$ cat config.mk
export PLATFORM = sky130hd
export DESIGN_NAME = btn_debounce_multi
export DESIGN_NICKNAME = d
export VERILOG_FILES = /design/src/rtl/btn_debounce_multi.sv
export SDC_FILE = /design/constraint.sdc
export NUM_CORES = 1
export LEC_CHECK = 0
export ABC_CLOCK_PERIOD_IN_PS = 5700
export CAP_MARGIN = 20
export CORE_MARGIN = 2
export CORE_UTILIZATION = 60
export DETAILED_ROUTE_END_ITERATION = 10
export PLACE_DENSITY_LB_ADDON = 0.05
export SYNTH_ARGS = -nofsm -noshare
export SYNTH_HDL_FRONTEND = slang
export SYNTH_SLANG_ARGS = --single-unit
$ cat constraint.sdc
create_clock -name clk -period 5.7 [get_ports clk]
set_input_delay 1.14 -clock clk [delete_from_list [all_inputs] [get_ports clk]]
set_output_delay 1.14 -clock clk [all_outputs]
set_load 0.03 [all_outputs]
$ cat src/rtl/btn_debounce_multi.sv
// rtl/btn_debounce_multi.sv - N-channel button synchroniser, integrity-counter debounce, press/release pulses
// Optional auto-repeat of press_pulse while a button is held: define BTN_DEBOUNCE_REPEAT_EN.
module btn_debounce_multi #(
    parameter int N_CH       = 4,
    parameter int CNT_W      = 20,
    parameter int STABLE_CNT = 500000,
    parameter int REP_DELAY  = 50000000,
    parameter int REP_RATE   = 10000000
) (
    input  logic            clk,
    input  logic            rst,
    input  logic [N_CH-1:0] btn_in,
    input  logic            clr,
    output logic [N_CH-1:0] btn_level,
    output logic [N_CH-1:0] press_pulse,
    output logic [N_CH-1:0] release_pulse,
    output logic            any_press
);

    localparam logic [CNT_W-1:0] CNT_LAST = CNT_W'(STABLE_CNT - 1);

`ifdef BTN_DEBOUNCE_REPEAT_EN
    localparam int REP_W = (REP_DELAY < 2) ? 1 : $clog2(REP_DELAY + 1);
    localparam logic [REP_W-1:0] REP_LAST   = REP_W'(REP_DELAY - 1);
    localparam logic [REP_W-1:0] REP_RELOAD = REP_W'(REP_DELAY - REP_RATE);
`endif

    if (N_CH < 1 || STABLE_CNT < 1 || STABLE_CNT >= (2 ** CNT_W) ||
        REP_RATE < 1 || REP_RATE > REP_DELAY) begin : g_param_check
        $error("btn_debounce_multi: invalid parameter set");
    end

    logic [N_CH-1:0] sync1;
    logic [N_CH-1:0] sync2;

    always_ff @(posedge clk or posedge rst) begin
        if (rst) begin
            sync1 <= '0;
            sync2 <= '0;
        end else begin
            sync1 <= btn_in;
            sync2 <= sync1;
        end
    end

    for (genvar i = 0; i < N_CH; i++) begin : g_ch
        logic [CNT_W-1:0] cnt;
        logic             level_r;
        logic             press_r;
        logic             rel_r;
        logic             accept;
        logic             rep_fire;

        // New level is taken on the STABLE_CNT-th consecutive disagreeing cycle.
        assign accept = (sync2[i] != level_r) && (cnt == CNT_LAST);

`ifdef BTN_DEBOUNCE_REPEAT_EN
        logic [REP_W-1:0] rcnt;

        // A release being accepted this cycle wins over a repeat that would coincide.
        assign rep_fire = level_r && !accept && (rcnt == REP_LAST);

        always_ff @(posedge clk or posedge rst) begin
            if (rst) begin
                rcnt <= '0;
            end else if (clr || !level_r || accept) begin
                rcnt <= '0;
            end else if (rcnt == REP_LAST) begin
                rcnt <= REP_RELOAD;
            end else begin
                rcnt <= rcnt + REP_W'(1);
            end
        end
`else
        assign rep_fire = 1'b0;
`endif

        always_ff @(posedge clk or posedge rst) begin
            if (rst) begin
                cnt     <= '0;
                level_r <= 1'b0;
                press_r <= 1'b0;
                rel_r   <= 1'b0;
            end else if (clr) begin
                cnt     <= '0;
                press_r <= 1'b0;
                rel_r   <= 1'b0;
            end else begin
                press_r <= (accept && sync2[i]) || rep_fire;
                rel_r   <= accept && !sync2[i];
                if (sync2[i] == level_r || accept) begin
                    cnt <= '0;
                end else begin
                    cnt <= cnt + CNT_W'(1);
                end
                if (accept) begin
                    level_r <= sync2[i];
                end
            end
        end

        assign btn_level[i]     = level_r;
        assign press_pulse[i]   = press_r;
        assign release_pulse[i] = rel_r;
    end

    assign any_press = |press_pulse;

endmodule

### Yosys cells after proc, flatten, opt, wreduce, memory -nomap -nowiden

Index checks and enable logic that the tools add are counted.

* latch bits: 0
* input port bits: 7
* output and inout bits: 13
* memories kept: 0
* memory bits (read-only): 0
* memory bits (writable): 0
* register bits: 100

* magnitude comparators: 0
* bitwise logic cells: 1
* multiply operators: 0
* reductions and logical operators: 25
* equality and inequality tests: 12
* $add $sub $neg: 4
* mux-type cells: 16
* div/mod/pow operators: 0
* shift-type cells: 0

Operator list (count)
* $mux 20: 8
* $add 20x1->20 const B: 4
* $eq 20x19->1 const B: 4
* $logic_and 1x1->1: 12
* $mux 1: 8
* $reduce_and 2->1: 4
* $eq 1x1->1: 4
* $logic_not 1->1: 4
* $logic_or 1x1->1: 4
* $ne 1x1->1: 4
* $reduce_or 4->1: 1
* $not 1->1: 1

### Depth between registers and ports, before layout

Gate-level depths: netlist of run 1.

* depth in word-level cells: 5
* mapped depth: 7
* gate-level depth less buffers: 5

### Worst setup path after synthesis of run 1

No wires, ideal clock.

* path kind: register to output
* start point: reg g_ch[1].press_r
* end point: out any_press
* path slack: 3.526 ns
* buffers on the path: 0
* data arrival time: 1.034 ns
* cell stages (with the launch flop): 2
* cells stage by stage: dfrtp_1 or4_1

* cells in the longest elaborated chain, start to end: 1

Ends and longest elaborated chain
* start, declared: line 49 `logic press_r;`
* start signal, assigned: line 89 `press_r <= (accept && sync2[i]) || rep_fire;`
* $reduce_or 4->1: line 107 `assign any_press = |press_pulse;`
* end, declared: line 17 `output logic any_press`

Every way passes these cells.

### Final worst setup path of run 1

* start point: reg g_ch[0].press_r
* end point: out any_press

* cells in the longest elaborated chain, start to end: 1

Ends and longest elaborated chain (line)
* start, declared: 49
* start signal, assigned: 89
* $reduce_or 4->1: 107

Every way passes these cells.

==> metrics, run 1 <==
cell row count 32; CP endpoint kind output port; antenna-violating nets left 0; Core Region 7730 um^2; First DRT Iteration DRCs 99; die span in y 93.3 um; Leak 2.01 nW; Yosys reg bits 100; first-pass GRT wire length 14.6 mm; # port buffers 19; final instance area 5150 um^2; fraction of layout cells with a size suffix above 1 7.32%; max cap viols 0; Clock Pin Slew Worst Setup and Hold Paths 0.10 ns; status finished clean; average wire per standard cell approximately 14 um; Initial Utilization 61.9%; EDFF count, synth 0; vias post-DR between 3000 and 4000; Tmin final 2.97 ns; nets@finish 498; largest fanout on the critical path 2; most common cell in the synthesized netlist dfrtp_1; CP max stage delay 0.60 ns; post-synthesis area per instance 10.0 um^2; Min-Delay Path Class register to register; WS Path Type register to output port; CP arrival 1.83 ns; clock sink total 100; initial antenna violation count 0; ys async rst share 100%; slowest CP cell clkdlybuf4s50_1; I/O pins 20; hold-fix buffer count after cts 0; total negative slack 0 ns; clk buf depth 2; HPWL after DPL approximately 5.7 mm; RSZ-0062 raised after global routing false; global-route usage over all layers 21.0%; CTS tree done; cell chain of the critical path or4_1, clkdlybuf4s50_1; Worst setup SP type register; setup bufs post-CTS 0; CP top delay family buffers and inverters; GPL Wtd Cong 0.796; Die Wd 93.3 um; relative slew slack 39.6%; peak supply drop roughly 140 uV; ranking of synthesized cells by area dfrtp_1 52%, xnor2_1 7.1%, nor2_1 6.0%; largest area contributor in the netlist dfrtp_1; Worst-Skew Late Latency 0.36 ns; sequential share of the synthesized area 52.3%; H-tree depth 3; Tcrit/Tclk final 52.2%; number of diodes 0; CTS Root Cell clkbuf_8; Syn Nets between 400 and 500; worst-margin pin slew 0.906 ns; Max Transition Viols Final 0; CP Buf/Inv Count 1; Critical Path RT 4.56 ns; CTS resizes 0; total CTS buffers 9; top-area cell type share of the netlist area 52.3%; Final Worst Setup Slack 2.73 ns; post-synthesis cell count roughly 480; largest net degree at the start of global routing 76; final setup fails 0; DIE AREA 8700 um^2; Setup WS pre-CTS 2.94 ns; drt drc 0; Max Fclk 0.336 GHz; drt via density 5.67; Setup Skew 0.0109 ns; Fin. Hold Viols 0; mapped cell area 4780 um^2; Syn-to-layout area delta 7.72%; Overflow after GRT 0; synthesis warning total 0; vias in the first global route about 3100; synth cell count leaders 100 x dfrtp_1, 77 x nor2_1, 39 x xnor2_1; Detailed Routing Iterations Pass 1 4; Yosys cell types 41; ys flop type dfrtp_1; pwr dens 223 nW/um^2; DP Area between 4000 and 5000 um^2; WL final roughly 8.3 mm
-- worst paths after layout --
kind	endpoint	slack, ns	start	cells past startpoint
min in group asynchronous	g_ch[3].cnt[9]	1.31	rst	2
min	sync2[2]	0.35	sync1[2]	0
min reg2reg	sync2[2]	0.35	sync1[2]	0
max in group asynchronous	g_ch[0].cnt[2]	3.50	rst	3
max reg2reg	g_ch[2].cnt[14]	3.52	g_ch[2].cnt[0]	5
max	any_press	2.73	g_ch[0].press_r	2
-- state kept, by name (all words and copies together) (netlist names) --
register	count
g_ch.cnt	80
sync1	4
g_ch.press_r	4
g_ch.rel_r	4
g_ch.level_r	4
sync2	4
-- layer usage --
layer	share of wire (%)	track usage, %	vias up
met3	2.5	5.40	8
met4	0.87	4.66	0
met5	0	0	-
met2	48	32.9	43
met1	49	29.8	1643
li1	-	-	1672
-- cells by family (layout without fill, tap and decap cells) --
kind of cell	count (synthesis)	in the layout	synth area share [%]
buffers and inverters	41	57	4.37
AOI/OAI and AO/OA	41	41	5.15
and+or+nand+nor	229	229	25.8
adders and majority gates	4	4	1.05
DFF	100	100	52.3
muxes	3	3	0.706
xor gates and xnor gates	58	58	10.6
-- final cells by class --
cell class | instances | area [um^2]
inverter | 20 | 77.6
sequential | 100 | 2500
timing repair buffer | 21 | 205
multi-input combinational | 335 | 2070
clock buffer | 11 | 131
tap | 102 | 128
fill | 616 | 2580
clock inverter | 5 | 36.3
-- per-stage QoR --
stage | total power, W | hold slack, ns | std cells | utilization [%]
floorplan | 0.000758 | 0.331 | 476 | -
global placement | 0.000770 | 0.333 | 578 | 64.5
detailed placement | 0.000770 | 0.337 | 578 | 64.5
CTS | 0.00117 | 0.361 | 594 | 66.7
global route | 0.00120 | 0.369 | 594 | 66.7
finish | 0.00115 | 0.355 | 594 | 66.7
-- cell usage in the layout, fill, tap and decap left out, types with 15 or more instances in the layout --
cell type	synthesis	final
a21oi_1	18	18
nand4_1	22	22
nor2_1	77	77
xnor2_1	39	39
nand2_1	20	20
nor4_1	15	15
inv_1	20	19
clkdlybuf4s50_1	0	19
dfrtp_1	100	100
xor2_1	19	19
nand3_1	26	26
-- where the power goes --
| group | total, W | switching [W] | internal (W) |
|---|---|---|---|
| logic | 0.0000357 | 0.0000261 | 0.00000961 |
| clock network | 0.000394 | 0.000235 | 0.000160 |
| registers | 0.000719 | 0.00000469 | 0.000714 |
| total | 0.00115 | 0.000265 | 0.000884 |
Note: power is estimated with default switching activity, not from simulation.
==> inputs of run 2 (changes only) <==
--- a/config.mk
+++ b/config.mk
@@ -5,10 +5,10 @@
 export SDC_FILE = /design/constraint.sdc
 export NUM_CORES = 1
 export LEC_CHECK = 0
-export ABC_CLOCK_PERIOD_IN_PS = 5700
+export ABC_CLOCK_PERIOD_IN_PS = 2500
 export CAP_MARGIN = 20
 export CORE_MARGIN = 2
-export CORE_UTILIZATION = 60
+export CORE_UTILIZATION = 55
 export DETAILED_ROUTE_END_ITERATION = 10
 export PLACE_DENSITY_LB_ADDON = 0.05
 export SYNTH_ARGS = -nofsm -noshare
==> constraint.sdc (replaced) <==
create_clock -name clk -period 2.5 [get_ports clk]
set_input_delay 0.5 -clock clk [delete_from_list [all_inputs] [get_ports clk]]
set_output_delay 0.5 -clock clk [all_outputs]
set_load 0.03 [all_outputs]
==> run 2 against run 1 <==
Compared with the run above:
- cell count up 1.5%
- wire length up 4.3%
- clock power rose to 2.5 times the previous value
- sequential power up 130%
- sequential cell count unchanged
- first-iteration DRC count down 20%
- sequential share of layout area down 0.63 points
- clock skew up 0.0014 ns
- highest routed layer unchanged
==> metrics, run 2 (same netlist as run 1, synthesis figures left out) <==
clk buf depth 2; Detailed Routing Iterations Pass 1 4; total CTS buffers 9; H-tree depth 3; average wire per standard cell 14.4 um; CP Buf/Inv Count 1; First DRT Iteration DRCs 79; first-pass GRT wire length 15.3 mm; drt via density roughly 5.7; die span in y 97.2 um; Leak about 2 nW; Setup crit end any_press; Critical Path RT 2.00 ns; CP max stage delay 0.60 ns; Min-Delay Path Class register to register; CP top delay family buffers and inverters; GPL Wtd Cong 0.777; Max Fclk 0.426 GHz; largest fanout on the critical path 2; CTS tree done; largest net degree at the start of global routing 75; Setup Skew 0.0123 ns; CP endpoint kind output port; CP arrival about 1.9 ns; CTS Root Cell clkbuf_8; Worst setup SP type register; hold-fix buffer count after cts 0; clock sink total 100; I/O pins 20; Max Transition Viols Final 0; Initial Utilization 55.6%; Overflow after GRT 0; register with the most flip-flops g_ch.cnt; Die Wd 97.2 um; global-route usage over all layers between 10% and 20%; WL final 8.66 mm; DIE AREA 9460 um^2; slowest CP cell clkdlybuf4s50_1; CTS resizes 0; peak supply drop just over 300 uV; pwr dens roughly 520 nW/um^2; total negative slack 0 ns; crit path launch g_ch[1].press_r; worst reg-to-reg path cell count 4; cell row count 34; Final Worst Setup Slack 0.154 ns; relative slew slack 60.5%; initial antenna violation count 0; # port buffers 19; most frequent cells in the layout 100 x dfrtp_1, 77 x nor2_1, 39 x xnor2_1; status finished clean; Post-Layout Cell Count 603; number of diodes 0; utilization after layout roughly three fifths; max cap viols 0; Tmin final 2.35 ns; Clock Pin Slew Worst Setup and Hold Paths 0.10 ns; Worst-Skew Late Latency 0.37 ns; Tcrit/Tclk final 93.8%; antenna-violating nets left 0; Largest register FFs 80; Setup WS pre-CTS between 0.3 and 0.4 ns; WS Path Type register to output port; worst-margin pin slew 0.592 ns; Hold WS between 0.3 and 0.4 ns; Core Region about 8600 um^2; RR Endpoint g_ch[2].cnt[16]; reg2reg setup slack 0.44 ns; nets@finish 501; HPWL after DPL 5.87 mm; drt drc 0; cell chain of the critical path or4_1, clkdlybuf4s50_1; Fin. Hold Viols 0; setup bufs post-CTS 0; vias in the first global route 3235; stages on the worst setup path 2; fraction of layout cells with a size suffix above 1 8.28%; Cells after DPL 587; commonest non-fill, non-tap cell in the layout dfrtp_1; Reg-to-Reg Start g_ch[2].cnt[14]; final setup fails 0; vias post-DR roughly 3400; RSZ-0062 raised after global routing false; Syn-to-layout area delta 9.13%
[run 2: power breakdown]
group | internal [W] | leakage, nW | switching (W) | total [W]
Combinational | 0.0000261 | 0.573 | 0.0000615 | 0.0000876
Clock | 0.000409 | 0.0958 | 0.000595 | 0.00100
Sequential | 0.00163 | 1.37 | 0.0000110 | 0.00164
Total | 0.00206 | 2.04 | 0.000667 | 0.00273
[run 2: routing by layer]
layer	track usage, %	vias to the layer above	routed length (um)
li1	-	1677	-
met2	31.1	48	4170
met3	4.60	7	248
met1	27.6	1691	4130
met4	4.81	0	99
met5	0	-	0
[run 2: worst min path at each step]
stage	from	end	slack, ns	cells after the start
global route	sync1[0]	sync2[0]	0.37	0
global placement	sync1[3]	sync2[3]	0.33	0
floorplan	sync1[0]	sync2[0]	0.33	0
finish	sync1[1]	sync2[1]	0.36	0
detailed placement	sync1[1]	sync2[1]	0.34	0
CTS	sync1[1]	sync2[1]	0.36	0
[run 2: layout make-up]
type | instances | area (um^2)
flip-flops and latches | 100 | 2500
fillers | 741 | 3370
multi-input cells | 335 | 2070
clock buffers | 10 | 138
clock inverters | 6 | 53.8
repair buffers | 24 | 240
well taps | 108 | 135
inverters | 20 | 78.8
[run 2: worst register-to-register path, cell delays in order, from the launching register on]
cell and delay, ns:
dfrtp_1 0.44, or3_1 0.38, or4_4 0.58, o21bai_4 0.40, nor2_1 0.12
[run 2: through the flow]
stage,total power (W),area [um^2]
3_5_place_dp,0.00176,5030
2_1_floorplan,0.00173,4790
4_1_cts,0.00278,5220
5_1_grt,0.00286,5220
3_3_place_gp,0.00176,5030
6_report,0.00273,5220
==> edit 1, RTL diff (config.mk and constraints of run 2) <==
`N_CH`: 4 -> 6.
--- a/src/rtl/btn_debounce_multi.sv
+++ b/src/rtl/btn_debounce_multi.sv
@@ -1,7 +1,7 @@
 // rtl/btn_debounce_multi.sv - N-channel button synchroniser, integrity-counter debounce, press/release pulses
 // Optional auto-repeat of press_pulse while a button is held: define BTN_DEBOUNCE_REPEAT_EN.
 module btn_debounce_multi #(
-    parameter int N_CH       = 4,
+    parameter int N_CH       = 6,
     parameter int CNT_W      = 20,
     parameter int STABLE_CNT = 500000,
     parameter int REP_DELAY  = 50000000,
Interface: changed (resized btn_in, btn_level, press_pulse and release_pulse); port bits go from 20 to 28. No check against the original RTL was run, so the function may have changed too.
==> edit 1 against run 2 <==
Cell area rose by 58%; total power rose by 100%; area after synthesis rose by 50%; combinational power rose by 50%; die area rose by 48%; largest power group is now the clock network; global-route usage rose by 1.4 points; critical endpoint unchanged; setup slack improved by 0.049 ns; clock skew fell by 0.0054 ns; sequential cell count rose by 50; largest cell class unchanged; routed wire length rose by 56%.
==> edit 1: results <==
{
  "grtUsageTotal_pct": 21.0,
  "slowest_delay_ns": 0.59,
  "grt_pass1_vias": 5217,
  "grt_max_degree": 72,
  "crit_family": "buffers and inverters",
  "clk_latency_ns": 0.42,
  "p_leak_nw": 3.23,
  "yosysUniqueCellTypes": 46,
  "cts_buffers": 17,
  "ir_drop_uv": 662,
  "post-place-ws_ns": 0.245,
  "critical_path.max_fanout": 2,
  "slew_headroom_pct": 62.9,
  "ys_seq_area_share_pct": 52.2,
  "hp-class": "reg -> reg",
  "path_clk_slew_ns": 0.05,
  "grt_antenna_before_repair": 0,
  "firstDrtPassIters": 4,
  "fin_skew_ns": 0.00682,
  "drive_gt1_share_pct": 7.46,
  "ctsResizeCount": 0,
  "async_flop_share_pct": 100,
  "clockBufferDepth": 2,
  "ys_top_cells_by_area": "dfrtp_1, xnor2_1, nor2_1",
  "fin_nets": 766,
  "dp_hpwl_um": 9110,
  "top_register": "g_ch.cnt",
  "status": "complete, no violations",
  "place_congestion": 0.822,
  "root_buffer": "clkbuf_16",
  "grt_pass1_wl_um": 23700,
  "synth_warnings": 0,
  "slowest_stage": "clkdlybuf4s50_1",
  "htreeDepth": 4,
  "hold_violations": 0,
  "avgViaCountPerCell": 5.63,
  "fillCellCount": 1055,
  "port_buffers": 27,
  "synth_nets": 744,
  "diodes": 0,
  "drt_iter0_drc": 263,
  "synth_common_cells": "dfrtp_1, nor2_1, xnor2_1",
  "postCtsSetupBuffers": 0,
  "routedWlPerCell_um": 14.5,
  "largest_register_ffs": 120
}
==> edit 1: cell count changes in the layout (fill, tap and decap cells not counted), sizes merged, moves of 6 or more <==
cell | before | now
a21oi | 18 | 28
clkbuf | 10 | 25
clkdlybuf4s50 | 19 | 27
dfrtp | 100 | 150
inv | 23 | 30
nand2 | 20 | 32
nand3 | 26 | 39
nand4 | 24 | 41
nor2 | 77 | 122
nor3 | 14 | 25
nor4 | 15 | 21
o21ai | 12 | 19
or3 | 13 | 25
xnor2 | 39 | 62
==> edit 1: layout make-up <==
class | instances | area [um2] | share of cell area [%]
Clock inverter | 7 | 163 | 1.97
Timing Repair Buffer | 35 | 355 | 4.31
Multi-Input combinational cell | 516 | 3120 | 37.8
Sequential cell | 150 | 3750 | 45.5
Inverter | 31 | 120 | 1.46
Tap cell | 172 | 215 | 2.61
Clock buffer | 25 | 515 | 6.25
==> edit 1: stage by stage <==
stage	instances	cell area [um2]	utilization [%]	hold slack [ns]	power (mW)
final	936	8240	65.0	0.348	5.46
after floorplan	729	7190	-	0.331	2.59
after global routing	936	8240	65.0	0.353	5.65
after CTS	936	8240	65.0	0.351	5.53
after detailed placement	904	7560	59.7	0.339	2.64
after global placement	904	7560	59.7	0.335	2.64
==> edit 1: cells by family after synthesis <==
group                    after synthesis  synth area share, %
XOR/XNOR                              86                 10.5
flip-flops                           150                 52.2
AO/OA/AOI/OAI                         64                 5.29
AND/OR/NAND/NOR                      355                 25.8
adder cells (fa/ha/maj)                6                 1.04
multiplexers                           5                0.836
buffers and inverters                 63                 4.35
==> edit 1: path summary, 6_finish.rpt <==
check	startpoint	endpoint	slack (ns)	cells past startpoint
worst max-delay path	g_ch[5].press_r$_DFF_PP0_	any_press	0.20	3
worst min-delay path	sync1[0]$_DFF_PP0_	sync2[0]$_DFF_PP0_	0.35	0
worst max register to register	g_ch[5].cnt[0]$_DFF_PP0_	g_ch[5].level_r$_DFFE_PP0P_	0.34	5
worst min register to register	sync1[0]$_DFF_PP0_	sync2[0]$_DFF_PP0_	0.35	0
max in group asynchronous	rst	g_ch[0].cnt[11]$_DFF_PP0_	1.37	3
min in group asynchronous	rst	g_ch[3].cnt[17]$_DFF_PP0_	0.45	2
==> edit 1: metal layers <==
metal  vias to the layer above  track usage (%)  share of wire, %
met2                        94             33.7                49
met3                        16             5.07               3.3
met1                      2576             26.9                46
met4                         0             10.0               1.7
li1                       2579                -                 -
met5                         -                0                 0
==> edit 1: power by group <==
| group | switching [mW] | leakage [nW] | internal, mW |
|---|---|---|---|
| Sequential | 0.0172 | 2.06 | 2.45 |
| Clock | 0.935 | 0.330 | 1.93 |
| Combinational | 0.0927 | 0.835 | 0.0379 |
| Total | 1.04 | 3.23 | 4.42 |
==> edit 2, RTL diff (settings of run 2) <==
Made on the original files. Register the input `btn_in` before use, cleared by the reset. The logic sees it one clock later. The other inputs are not delayed to match.
--- a/src/rtl/btn_debounce_multi.sv
+++ b/src/rtl/btn_debounce_multi.sv
@@ -19,6 +19,16 @@
 
     localparam logic [CNT_W-1:0] CNT_LAST = CNT_W'(STABLE_CNT - 1);
 
+    logic [N_CH-1:0] btn_q;
+
+    always_ff @(posedge clk or posedge rst) begin
+        if (rst) begin
+            btn_q <= '0;
+        end else begin
+            btn_q <= btn_in;
+        end
+    end
+
 `ifdef BTN_DEBOUNCE_REPEAT_EN
     localparam int REP_W = (REP_DELAY < 2) ? 1 : $clog2(REP_DELAY + 1);
     localparam logic [REP_W-1:0] REP_LAST   = REP_W'(REP_DELAY - 1);
@@ -38,7 +48,7 @@
             sync1 <= '0;
             sync2 <= '0;
         end else begin
-            sync1 <= btn_in;
+            sync1 <= btn_q;
             sync2 <= sync1;
         end
     end
Function: no difference found for any inputs over 10 cycles, from zero or initial values and one cycle with rst high; that may be too few to reach the edited logic, so the function may still have changed.
==> edit 2 against run 2 <==
Utilization grew 1.2 points; cell area increased by 3.5%; total power grew 0.28%; combinational power up 8.8%; count of clock-buffer cells in the layout stayed put; clock power decreased by 7%; routed wire length is 0.29% higher; sequential cell count grew 4; synthesized cell count increased by 2.9%; worst hold slack got worse by 0.0025 ns; setup slack got worse by 0.0014 ns; area after synthesis rose by 3.8%.
==> edit 2: results <==
{
  "p_leak_nw": 2.12,
  "clk_latency_ns": 0.36,
  "routedWlPerCell_um": 14.0,
  "fin_skew_ns": 0.00814,
  "port_buffers": 19,
  "avgViaCountPerCell": 5.56,
  "status": "complete, no violations",
  "worstSetupPathType": "reg -> out",
  "postCtsSetupBuffers": 0,
  "ctsResizeCount": 0,
  "async_flop_share_pct": 100,
  "gr-usage-met2_pct": 29.5,
  "synth_warnings": 0,
  "hp-class": "reg -> reg",
  "critPathArrivalTime_ns": 1.85,
  "place_congestion": 0.814,
  "post-place-ws_ns": 0.460,
  "fin_nets": 516,
  "grt_antenna_before_repair": 0,
  "grtUsageMet3_pct": 4.68,
  "ir_drop_uv": 428,
  "setup_viol": 0,
  "synth_common_cells": "dfrtp_1, nor2_1, xnor2_1",
  "yosysUniqueCellTypes": 45,
  "diodes": 0,
  "ys_seq_area_share_pct": 52.4,
  "worstMarginPinSlew_ns": 0.584,
  "grt_pass1_vias": 3284,
  "drive_gt1_share_pct": 7.06,
  "grt_max_degree": 45,
  "grtUsageTotal_pct": 19.3,
  "ys_top_cells_by_area": "dfrtp_1, xnor2_1, nor2_1",
  "top_register": "g_ch.cnt",
  "synth_nets": 501,
  "firstDrtPassIters": 4,
  "dp_hpwl_um": 5970,
  "met1_usage_pct": 27.8,
  "drt_iter0_drc": 58,
  "htreeDepth": 3,
  "grt_pass1_wl_um": 15500,
  "critical_path.max_fanout": 2
}
-- edit 2: changes by cell type in the layout (fill, tap and decap cells not counted), sizes merged, moves of 4 or more --
| cell | run 2 | this run |
|---|---|---|
| nor2 | 77 | 70 |
| a21oi | 18 | 22 |
| o21ai | 12 | 20 |
| xor2 | 19 | 15 |
| dfrtp | 100 | 104 |
-- edit 2: worst paths after layout --
kind                                      startpoint                          end  slack [ns]  cells past startpoint
min in group asynchronous                        rst     g_ch[1].cnt[1]$_DFF_PP0_        0.54                      2
hold / removal                    sync1[0]$_DFF_PP0_           sync2[0]$_DFF_PP0_        0.36                      0
setup reg to reg           g_ch[3].cnt[14]$_DFF_PP0_  g_ch[3].level_r$_DFFE_PP0P_        0.45                      4
setup / recovery           g_ch[1].press_r$_DFF_PP0_                    any_press        0.15                      2
max in group asynchronous                        rst    g_ch[0].cnt[15]$_DFF_PP0_        1.36                      3
hold reg to reg                   sync1[0]$_DFF_PP0_           sync2[0]$_DFF_PP0_        0.36                      0
-- edit 2: routing by layer --
layer | up-vias | wire, um
li1 | 1745 | -
met1 | 1643 | 4370
met2 | 45 | 3930
met3 | 6 | 282
met4 | 0 | 95
met5 | - | 0
-- edit 2: cells by family (layout without fill, tap and decap cells) --
family | count (synthesis) | after routing | synth area share (%)
simple gates | 232 | 232 | 26.3
flops | 104 | 104 | 52.4
xor+xnor | 54 | 54 | 9.52
mux | 3 | 3 | 0.756
fa+ha+maj | 4 | 4 | 1.01
buf+inv | 44 | 64 | 4.61
compound gates | 49 | 49 | 5.37
-- edit 2: power breakdown --
part	internal, mW	switching, mW	leakage [nW]
combinational	0.0308	0.0644	0.620
clock	0.366	0.568	0.0789
sequential	1.70	0.0133	1.42
-- edit 2: final cells by class --
type / instances / area [um2]
clock buffer: 10 / 128
timing repair buffer: 27 / 275
clock inverter: 6 / 45.0
multi-input combinational: 342 / 2130
inverter: 21 / 82.6
sequential: 104 / 2600
tap: 108 / 135
fill: 722 / 3320
-- edit 2: stage by stage --
step | instances | instance area, um2
2_1_floorplan | 490 | 4970
3_5_place_dp | 602 | 5230
5_1_grt | 618 | 5400
3_3_place_gp | 602 | 5230
4_1_cts | 618 | 5400
6_report | 618 | 5400
-- edit 2: critical path: stages, from the launching register on --
cell	delay, ns
dfrtp_1	0.38
or4_1	0.51
clkdlybuf4s50_1	0.60
